`src/rtl/priority_clock_source_controller_pkg.sv`:
```
// Shared encodings for the priority clock source controller.
// Health states per channel and selector handshake states.
package priority_clock_source_controller_pkg;

    typedef enum logic [1:0] {
        HEALTH_DEAD      = 2'd0,
        HEALTH_PROBATION = 2'd1,
        HEALTH_ALIVE     = 2'd2
    } health_state_t;

    typedef enum logic {
        SEL_STABLE    = 1'b0,
        SEL_SWITCHING = 1'b1
    } selector_state_t;

endpackage

```
`src/rtl/channel_activity_monitor.sv`:
```
// Health tracker for one candidate clock: edge detect, timeout and
// recovery hysteresis driving a DEAD/PROBATION/ALIVE state machine.
module channel_activity_monitor
    import priority_clock_source_controller_pkg::*;
#(
    parameter int TIMEOUT  = 16,
    parameter int RECOVERY = 4
) (
    input  logic clock,
    input  logic reset,
    input  logic activity_toggle,
    output logic alive,
    output logic alive_next
);

    localparam int TW = $clog2(TIMEOUT + 1);
    localparam int RW = $clog2(RECOVERY + 1);
    localparam logic [TW-1:0] TIMEOUT_MAX  = TW'(TIMEOUT);
    localparam logic [RW-1:0] RECOVERY_MAX = RW'(RECOVERY);

    logic          toggle_prev;
    logic          activity_edge;
    logic          expired;
    logic [TW-1:0] timeout_count;
    logic [TW-1:0] timeout_next;
    logic [RW-1:0] recovery_count;
    logic [RW-1:0] recovery_next;
    logic [RW-1:0] recovery_inc;
    health_state_t state;
    health_state_t state_next;

    assign activity_edge = activity_toggle ^ toggle_prev;
    assign recovery_inc  = recovery_count + RW'(1);

    // An edge clears the counter, so it always beats a same-cycle timeout.
    always_comb begin
        timeout_next = timeout_count;
        if (activity_edge) begin
            timeout_next = '0;
        end else if (timeout_count != TIMEOUT_MAX) begin
            timeout_next = timeout_count + TW'(1);
        end
    end

    assign expired = (timeout_next == TIMEOUT_MAX);

    always_comb begin
        state_next    = state;
        recovery_next = recovery_count;
        unique case (state)
            HEALTH_DEAD: begin
                if (activity_edge) begin
                    recovery_next = RW'(1);
                    state_next    = (RECOVERY == 1) ? HEALTH_ALIVE
                                                    : HEALTH_PROBATION;
                end
            end
            HEALTH_PROBATION: begin
                if (activity_edge) begin
                    recovery_next = recovery_inc;
                    if (recovery_inc >= RECOVERY_MAX) begin
                        state_next = HEALTH_ALIVE;
                    end
                end else if (expired) begin
                    recovery_next = '0;
                    state_next    = HEALTH_DEAD;
                end
            end
            HEALTH_ALIVE: begin
                if (expired) begin
                    recovery_next = '0;
                    state_next    = HEALTH_DEAD;
                end
            end
            default: begin
                recovery_next = '0;
                state_next    = HEALTH_DEAD;
            end
        endcase
    end

    assign alive_next = (state_next == HEALTH_ALIVE);

    always_ff @(posedge clock) begin
        if (reset) begin
            toggle_prev    <= 1'b0;
            timeout_count  <= '0;
            recovery_count <= '0;
            state          <= HEALTH_DEAD;
            alive          <= 1'b0;
        end else begin
            toggle_prev    <= activity_toggle;
            timeout_count  <= timeout_next;
            recovery_count <= recovery_next;
            state          <= state_next;
            alive          <= alive_next;
        end
    end

endmodule

```
`src/rtl/priority_clock_source_controller.sv`:
```
// Picks the highest-priority alive and enabled clock source and drives
// the downstream glitch-free mux through a request/done handshake.
module priority_clock_source_controller
    import priority_clock_source_controller_pkg::*;
#(
    parameter int CHANNELS     = 4,
    parameter int TIMEOUT      = 16,
    parameter int RECOVERY     = 4,
    parameter int SELECT_WIDTH = $clog2(CHANNELS)
) (
    input  logic                    clock,
    input  logic                    reset,
    input  logic [CHANNELS-1:0]     activity_toggle,
    input  logic [CHANNELS-1:0]     enable_mask,
    input  logic                    switch_done,
    output logic [SELECT_WIDTH-1:0] select,
    output logic                    switch_request,
    output logic [CHANNELS-1:0]     channel_alive,
    output logic                    none_alive
);

    logic [CHANNELS-1:0]     alive_next;
    logic [CHANNELS-1:0]     eligible;
    logic [SELECT_WIDTH-1:0] target;
    logic                    target_valid;
    selector_state_t         sel_state;

    for (genvar g = 0; g < CHANNELS; g++) begin : gen_channel
        channel_activity_monitor #(
            .TIMEOUT  (TIMEOUT),
            .RECOVERY (RECOVERY)
        ) u_monitor (
            .clock           (clock),
            .reset           (reset),
            .activity_toggle (activity_toggle[g]),
            .alive           (channel_alive[g]),
            .alive_next      (alive_next[g])
        );
    end

    assign eligible = channel_alive & enable_mask;

    // Descending scan so the lowest eligible index wins.
    always_comb begin
        target_valid = 1'b0;
        target       = '0;
        for (int i = CHANNELS - 1; i >= 0; i--) begin
            if (eligible[i]) begin
                target_valid = 1'b1;
                target       = SELECT_WIDTH'(i);
            end
        end
    end

    always_ff @(posedge clock) begin
        if (reset) begin
            select         <= '0;
            switch_request <= 1'b0;
            none_alive     <= 1'b1;
            sel_state      <= SEL_STABLE;
        end else begin
            none_alive <= ~|(alive_next & enable_mask);
            unique case (sel_state)
                SEL_STABLE: begin
                    if (target_valid && (target != select)) begin
                        select         <= target;
                        switch_request <= 1'b1;
                        sel_state      <= SEL_SWITCHING;
                    end
                end
                SEL_SWITCHING: begin
                    // Target changes wait until the mux has finished.
                    if (switch_done) begin
                        switch_request <= 1'b0;
                        sel_state      <= SEL_STABLE;
                    end
                end
                default: begin
                    switch_request <= 1'b0;
                    sel_state      <= SEL_STABLE;
                end
            endcase
        end
    end

endmodule
```
`config.mk`:
```
export PLATFORM = sky130hd
export DESIGN_NAME = priority_clock_source_controller
export DESIGN_NICKNAME = d
export VERILOG_FILES = /design/src/rtl/priority_clock_source_controller_pkg.sv /design/src/rtl/channel_activity_monitor.sv /design/src/rtl/priority_clock_source_controller.sv
export SDC_FILE = /design/constraint.sdc
export NUM_CORES = 1
export LEC_CHECK = 0
export CORE_MARGIN = 2
export CORE_UTILIZATION = 25
export DETAILED_ROUTE_END_ITERATION = 12
export SYNTH_ARGS = -nofsm -noshare
export SYNTH_HDL_FRONTEND = slang
export SYNTH_SLANG_ARGS = --single-unit
```
`constraint.sdc`:
```
create_clock -name clock -period 3.3 [get_ports clock]
set_input_delay 0.99 -clock clock [delete_from_list [all_inputs] [get_ports clock]]
set_output_delay 0.99 -clock clock [all_outputs]
set_load 0.02 [all_outputs]
```
==> results summary <==
The flow ran to the end, and the final reports show no timing, DRC or antenna violations. Tracing the worst setup path back leads to its startpoint at activity_toggle[0]. Net switching is 26.2% of the power. The floorplan has 39 rows.

The switching power total came out at 0.371 mW. The part of the power in the clock network came out at 35.5%. The number of buffers inserted by post-CTS setup repair came out at 0. The number of global-route vias before repair came out at 2191. The cell at the root of the clock tree is clkbuf_16. The most used flip-flop cell after synthesis is dfxtp_1. The number of hold-slack violations in the final timing report came out at 0. The slowest stage of the critical path is the or4b_1 cell.

The top cell types in the final layout, fill and taps aside, are 53 x dfxtp_1, 40 x nor2_1, 22 x inv_1. The cell count of the worst reg-to-reg path is 7. The worst setup slack after layout came out at 0.659 ns. After detailed routing, the total wire length is 5810 µm. OpenSTA, run right after detailed placement, puts the worst setup slack at 0.360 ns. Of the synthesized area, sequential elements account for 37.1%. TritonCTS built the clock tree. The slew at the pin closest to its max-slew limit came out at 0.576 ns. For this run, the slowest stage of the critical path takes 0.57 ns. Derived from the worst setup path, the maximum achievable clock frequency is 379 MHz.

The number of warnings reported in the yosys synthesis log is 0. The synthesized cell area came out at 2860 µm². The number of instances resized during post-cts repair is 0. The clock edge transition at the registers on the reported setup and hold paths came out at 0.07 ns.

The final antenna-violating net count is 0. Setup repair after global routing left no endpoint under its margin. The worst path uses 80.0% of the clock period.

Global routing used 9.68% of the available tracks across all layers. The clock latency on the worst-skew pair is 0.28 ns. In this run the worst hold path is classified as reg2reg. Per report_power, the combinational group accounts for 13.8% of the total. The share of synthesized registers carrying an async set or reset came out at 0%. The final routed wire length divided by cell count came out at 11.7 µm.

Cells fill 29.3% of the core in the end. The total number of vias came out at 2387. The post-route netlist has 4.23% of its cells at a drive strength greater than 1.

The post-route setup TNS came out at 0 ns. The number of buffers inserted by port buffering came out at 18. On the final layout, the worst clock skew is 0.00698 ns.

Counting every sink on the clock net gives 53. 0 antenna diodes ended up in the layout. The number of distinct library cells after synthesis came out at 57. The hold path startpoint is switch_request. The final global-route overflow total is 0. The die extent in y is 111 µm. Counting every instance in the synthesized netlist gives 342. The worst register-to-register path ends at gen_channel[2].u_monitor.recovery_count[1]. The ratio of routed vias to standard cells came out at 4.79.

The half-perimeter wire length after detailed placement came out at 4290 µm. The region available for standard cell placement spans 11300 µm². Walking the worst path, the cells encountered are clkdlybuf4s50_1, xor2_1, nor2_1, or4b_1, a32o_1, nor4_2. The area of the die came out at 12300 µm². The total DRC errors in the routed layout is 0. The pin count of the biggest net entering global routing is 32.

The origin of the critical flop-to-flop path is gen_channel[2].u_monitor.timeout_count[0]. The worst-case headroom to the max-slew limit came out at 61.5%. The final period demand of the worst path came out at 2.64 ns. The leakage power summed over all cells came out at 1.28 nW. The total iterations of the first detailed-routing run is 4. The count of maximum capacitance violations came out at 0. The number of nets in the synthesized netlist is 365. The signed area change from the synthesized netlist to the final layout is 15.5%. The I/O pin count is 19. The CTS buffer count is 5. The maximum count of clock buffers along a single path is 2. The total power density per cell area is 429 nW/µm².

The library cell used most frequently in the layout, excluding fill and tap cells, is dfxtp_1. The routability congestion estimate from global placement came out at 0.810. The worst hold path terminates at switch_request.

The overall power consumption is 1.42 mW. The number of buffers inserted by hold repair at cts came out at 0. The kind of capture point of the worst setup path is a flip-flop. The number of DRC violations after detailed-routing iteration 0 came out at 73.

The reg-to-reg setup timing slack is 1.01 ns. The number of pins exceeding their max-slew limit in the final report came out at 0. The depth of the CTS H-tree came out at 2. The cell-internal power is 1.05 mW.

The arrival time of the worst setup path came out at 2.84 ns. The net count reported at finish is 377. The worst setup path is launched from a primary input. Setup violations remaining at the end of the flow were counted as 0. The number of antenna violations at the first check in global routing is 0. The sequential group share of total power is 50.7%.

The required time at the worst-slack endpoint came out at 3.50 ns. By startpoint and endpoint, the worst setup path is classified as in2reg. The peak fanout along the critical path came out at 10.

The chip width is 111 µm. The synthesis-stage register bit count is 53. The starting utilization of the core area came out at 25.4%.

The number of instances on the worst hold path is 2. The worst supply voltage drop on vdd is 0.000194 V. The mean post-synth cell area came out at 8.37 µm². The global-route wire length before repair is 10000 µm. The synthesized design contains 0 enable-type register cells.
==> power groups by stage <==
| stage | Sequential (mW) | Clock [mW] | Combinational, mW |
|---|---|---|---|
| detailed placement | 0.733 | 0 | 0.198 |
| global route | 0.725 | 0.553 | 0.223 |
| global placement | 0.731 | 0 | 0.190 |
| CTS | 0.718 | 0.523 | 0.198 |
| finish | 0.719 | 0.503 | 0.195 |
| floorplan | 0.716 | 0 | 0.151 |
==> cell type report <==
cell class                      instances  area [µm²]
Timing Repair Buffer                   21         203
Tap cell                              143         179
Fill cell                            1191        7970
Multi-Input combinational cell        251        1640
Inverter                               22        82.6
Clock buffer                            6         129
Clock inverter                          2        10.0
Sequential cell                        53        1060
==> how the worst max path moves through the flow <==
stage / endpoint / slack (ns) / cells past startpoint
final: none_alive / 0.66 / 6
after global routing: none_alive / 0.51 / 6
after CTS: none_alive / 0.66 / 6
after detailed placement: none_alive / 0.36 / 6
after global placement: none_alive / 0.38 / 6
after floorplan: none_alive / 0.93 / 6
==> kinds of logic (layout without fill, tap and decap cells) <==
| kind of cell | after synthesis | count (layout) | share of synthesized area, % |
|---|---|---|---|
| xor gates and xnor gates | 24 | 24 | 7.35 |
| buffers and inverters | 38 | 51 | 5.55 |
| adders and majority gates | 12 | 12 | 5.25 |
| and+or+nand+nor | 134 | 134 | 24.8 |
| AOI/OAI and AO/OA | 80 | 80 | 19.6 |
| DFF | 53 | 53 | 37.1 |
| muxes | 1 | 1 | 0.350 |
==> metrics by stage <==
stage | area, µm² | std cells | hold WS, ns
2_1_floorplan | 2860 | 342 | 0.454
3_3_place_gp | 3170 | 490 | 0.450
3_5_place_dp | 3170 | 490 | 0.460
4_1_cts | 3310 | 498 | 0.469
5_1_grt | 3310 | 498 | 0.491
6_report | 3310 | 498 | 0.461
==> layer usage <==
metal	vias up	global-route usage, %	part of all wire, %
met5	-	0	0
met4	0	2.00	0.50
met3	2	2.41	4.3
met2	37	15.6	45
met1	1101	13.2	51
li1	1247	-	-
==> synthesized netlist by cell type (all sizes together), types with 2 or more instances <==
library cell	number	share of area [%]
o21bai	3	0.79
a21oi	18	3.1
a22oi	3	0.79
xor2	16	4.9
a2111oi	3	1.1
nand3	18	3.1
o31ai	2	0.52
a211oi	3	0.79
a221oi	2	0.61
nor2	40	5.2
o22ai	5	1.3
a311oi	3	0.92
nor3	9	1.6
nor4b	2	0.61
xnor2	8	2.4
and4	2	0.61
o211ai	2	0.52
nor4	4	1.1
o21ai	15	2.6
nand2	16	2.1
buf	6	1.4
or3	4	0.87
nor2b	7	1.5
a32o	2	0.70
and3	6	1.3
clkbuf	10	1.3
inv	22	2.9
dfxtp	53	37
o211a	2	0.70
nand2b	9	2.0
ha	12	5.2
a32oi	3	0.92
nand4bb	2	0.79
and2	5	1.1
a211o	3	0.92
nand3b	4	1.0
a31oi	4	0.87
==> flip-flops by register name, summed over array words and instances (netlist names) <==
signal,flops
gen_channel.u_monitor.recovery_count,12
select,2
gen_channel.u_monitor.timeout_count,20
sel_state,1
none_alive,1
gen_channel.u_monitor.alive,4
switch_request,1
gen_channel.u_monitor.state,8
gen_channel.u_monitor.toggle_prev,4
==> worst max-delay path, delay by kind of cell <==
kind	cells	cell delay, ns
compound gates	1	0.31
buf+inv	1	0.48
simple gates	3	0.87
xor+xnor	1	0.18
Note: power is estimated with default switching activity, not from simulation.
==> edit, RTL diff (same settings) <==
Encoding of `health_state_t`: now one-hot (3 bits for 3 states).
--- a/src/rtl/priority_clock_source_controller_pkg.sv
+++ b/src/rtl/priority_clock_source_controller_pkg.sv
@@ -4,6 +4,6 @@
 
-    typedef enum logic [1:0] {
-        HEALTH_DEAD      = 2'd0,
-        HEALTH_PROBATION = 2'd1,
-        HEALTH_ALIVE     = 2'd2
+    typedef enum logic [2:0] {
+        HEALTH_DEAD      = 3'b001,
+        HEALTH_PROBATION = 3'b010,
+        HEALTH_ALIVE     = 3'b100
     } health_state_t;
Function: no difference found for any inputs over 4 cycles, from zero or initial values and one cycle with reset high; so few cycles prove little.
==> edit against the original RTL <==
- routed wire length up 8.1%
- count of clock-buffer cells in the layout up 6
- first-iteration DRC count up 26%
- worst setup slack better by 130 ps
- total power up 29%
- die area up 8.1%
- register-to-register slack better by 250 ps
- final area up 13%
- sequential cell count up 4
- synthesized area up 8.4%
- largest cell class unchanged
- largest power group is now the clock network
- highest routed layer unchanged
==> edit: results (changes against the original RTL) <==
Synth top area cells: dfxtp_1, ha_1, xnor2_1 (was dfxtp_1, ha_1, nor2_1)
Synth cell count leaders: dfxtp_1, nor2_1, nand2_1 (was dfxtp_1, nor2_1, inv_1)
Nets: 398 (was 377)
Vias/cell: 4.63 (was 4.79)
Number of CTS-inserted buffers: 9 (was 5)
Synth Area in XOR/XNOR: 0.0867 (was 0.0735)
GPL Wtd Cong: 0.849 (was 0.810)
WP data arrival: 2750 ps (was 2840 ps)
Met1 WL: 3160 µm (was 2940 µm)
Depth of the CTS H-tree: 3 (was 2)
Adder-Cell Fraction of Synth Area: 0.0484 (was 0.0525)
Met3 Wirelength: 251 µm (was 252 µm)
Worst VDD drop: 0.000215 V (was 0.000194 V)
Layout cell share with drive strength beyond 1: 0.0871 (was 0.0423)
Clk slew on worst S/H paths: 50 ps (was 70 ps)
Initial DRC count: 92 (was 73)
Largest net degree at the start of global routing: 20 (was 32)
DP HPWL: 4620 µm (was 4290 µm)
Mapped Nets: 377 (was 365)
Post-synthesis mux area share: 0.0129 (was 0.00350)
Met2 Wirelength: 2810 µm (was 2590 µm)
GRT Util Overall: 0.102 (was 0.0968)
First-pass GRT wire length: 11000 µm (was 10000 µm)
Sequential share of the synthesized area: 0.368 (was 0.371)
Status: finished, final reports clean (unchanged)
Netlist cell types: 66 (was 57)
Psw: 0.000452 W (was 0.000371 W)
-- edit: cell types whose count changed in the layout (fill, tap and decap cells not counted), sizes merged, moves of 6 or more --
cell,before,now
nor2b,7,19
nor2,40,30
inv,22,15
nor3,9,16
clkbuf,6,12
nand2,16,22
xnor2,8,14
-- edit: power by group through the flow --
stage               clock (W)  sequential, W  combinational [W]
floorplan                   0       0.000762           0.000155
global placement            0       0.000771           0.000200
detailed placement          0       0.000772           0.000202
CTS                  0.000891       0.000757           0.000204
global route         0.000910       0.000764           0.000230
finish               0.000863       0.000758           0.000204
-- edit: stage by stage --
step	cell area, µm²	worst slack (ps)	cells	util
finish	3720	792	547	0.309
global route	3720	532	547	0.309
CTS	3720	785	547	0.309
detailed placement	3440	451	532	0.285
global placement	3440	495	532	0.285
floorplan	3100	1040	354	-
-- edit: cell type report --
cell class | instances | area, µm²
repair buffers | 21 | 203
inverters | 15 | 56.3
multi-input cells | 271 | 1830
flip-flops and latches | 57 | 1140
clock inverters | 3 | 15.0
fillers | 1267 | 8340
clock buffers | 12 | 267
well taps | 168 | 210
-- edit: final timing paths --
check | end | slack [ps] | depth (start not counted) | from
setup / recovery | gen_channel[0].u_monitor.state[2]$_SDFF_PP0_ | 790 | 6 | activity_toggle[0]
hold / removal | switch_request$_SDFFE_PP0P_ | 460 | 2 | switch_request$_SDFFE_PP0P_
setup reg to reg | none_alive$_SDFF_PP1_ | 1260 | 8 | gen_channel[1].u_monitor.timeout_count[0]$_SDFF_PP0_
hold reg to reg | switch_request$_SDFFE_PP0P_ | 460 | 2 | switch_request$_SDFFE_PP0P_
-- edit: logic make-up (layout without fill, tap and decap cells) --
group / after synthesis / count (layout)
compound gates: 79 / 79
xor+xnor: 29 / 29
fa+ha+maj: 12 / 12
buf+inv: 26 / 51
flops: 57 / 57
mux: 4 / 4
simple gates: 147 / 147
-- edit: worst max-delay path, cell delays in order --
cell	delay, ps
clkdlybuf4s50_1	520
xor2_1	450
or3_1	190
or2_1	240
nand2_1	110
a211oi_1	240
-- edit: metal layers --
layer | GRT usage | vias to the layer above
met2 | 0.161 | 38
met3 | 0.0306 | 8
met5 | 0 | -
met4 | 0.0337 | 0
met1 | 0.133 | 1180
li1 | - | 1308
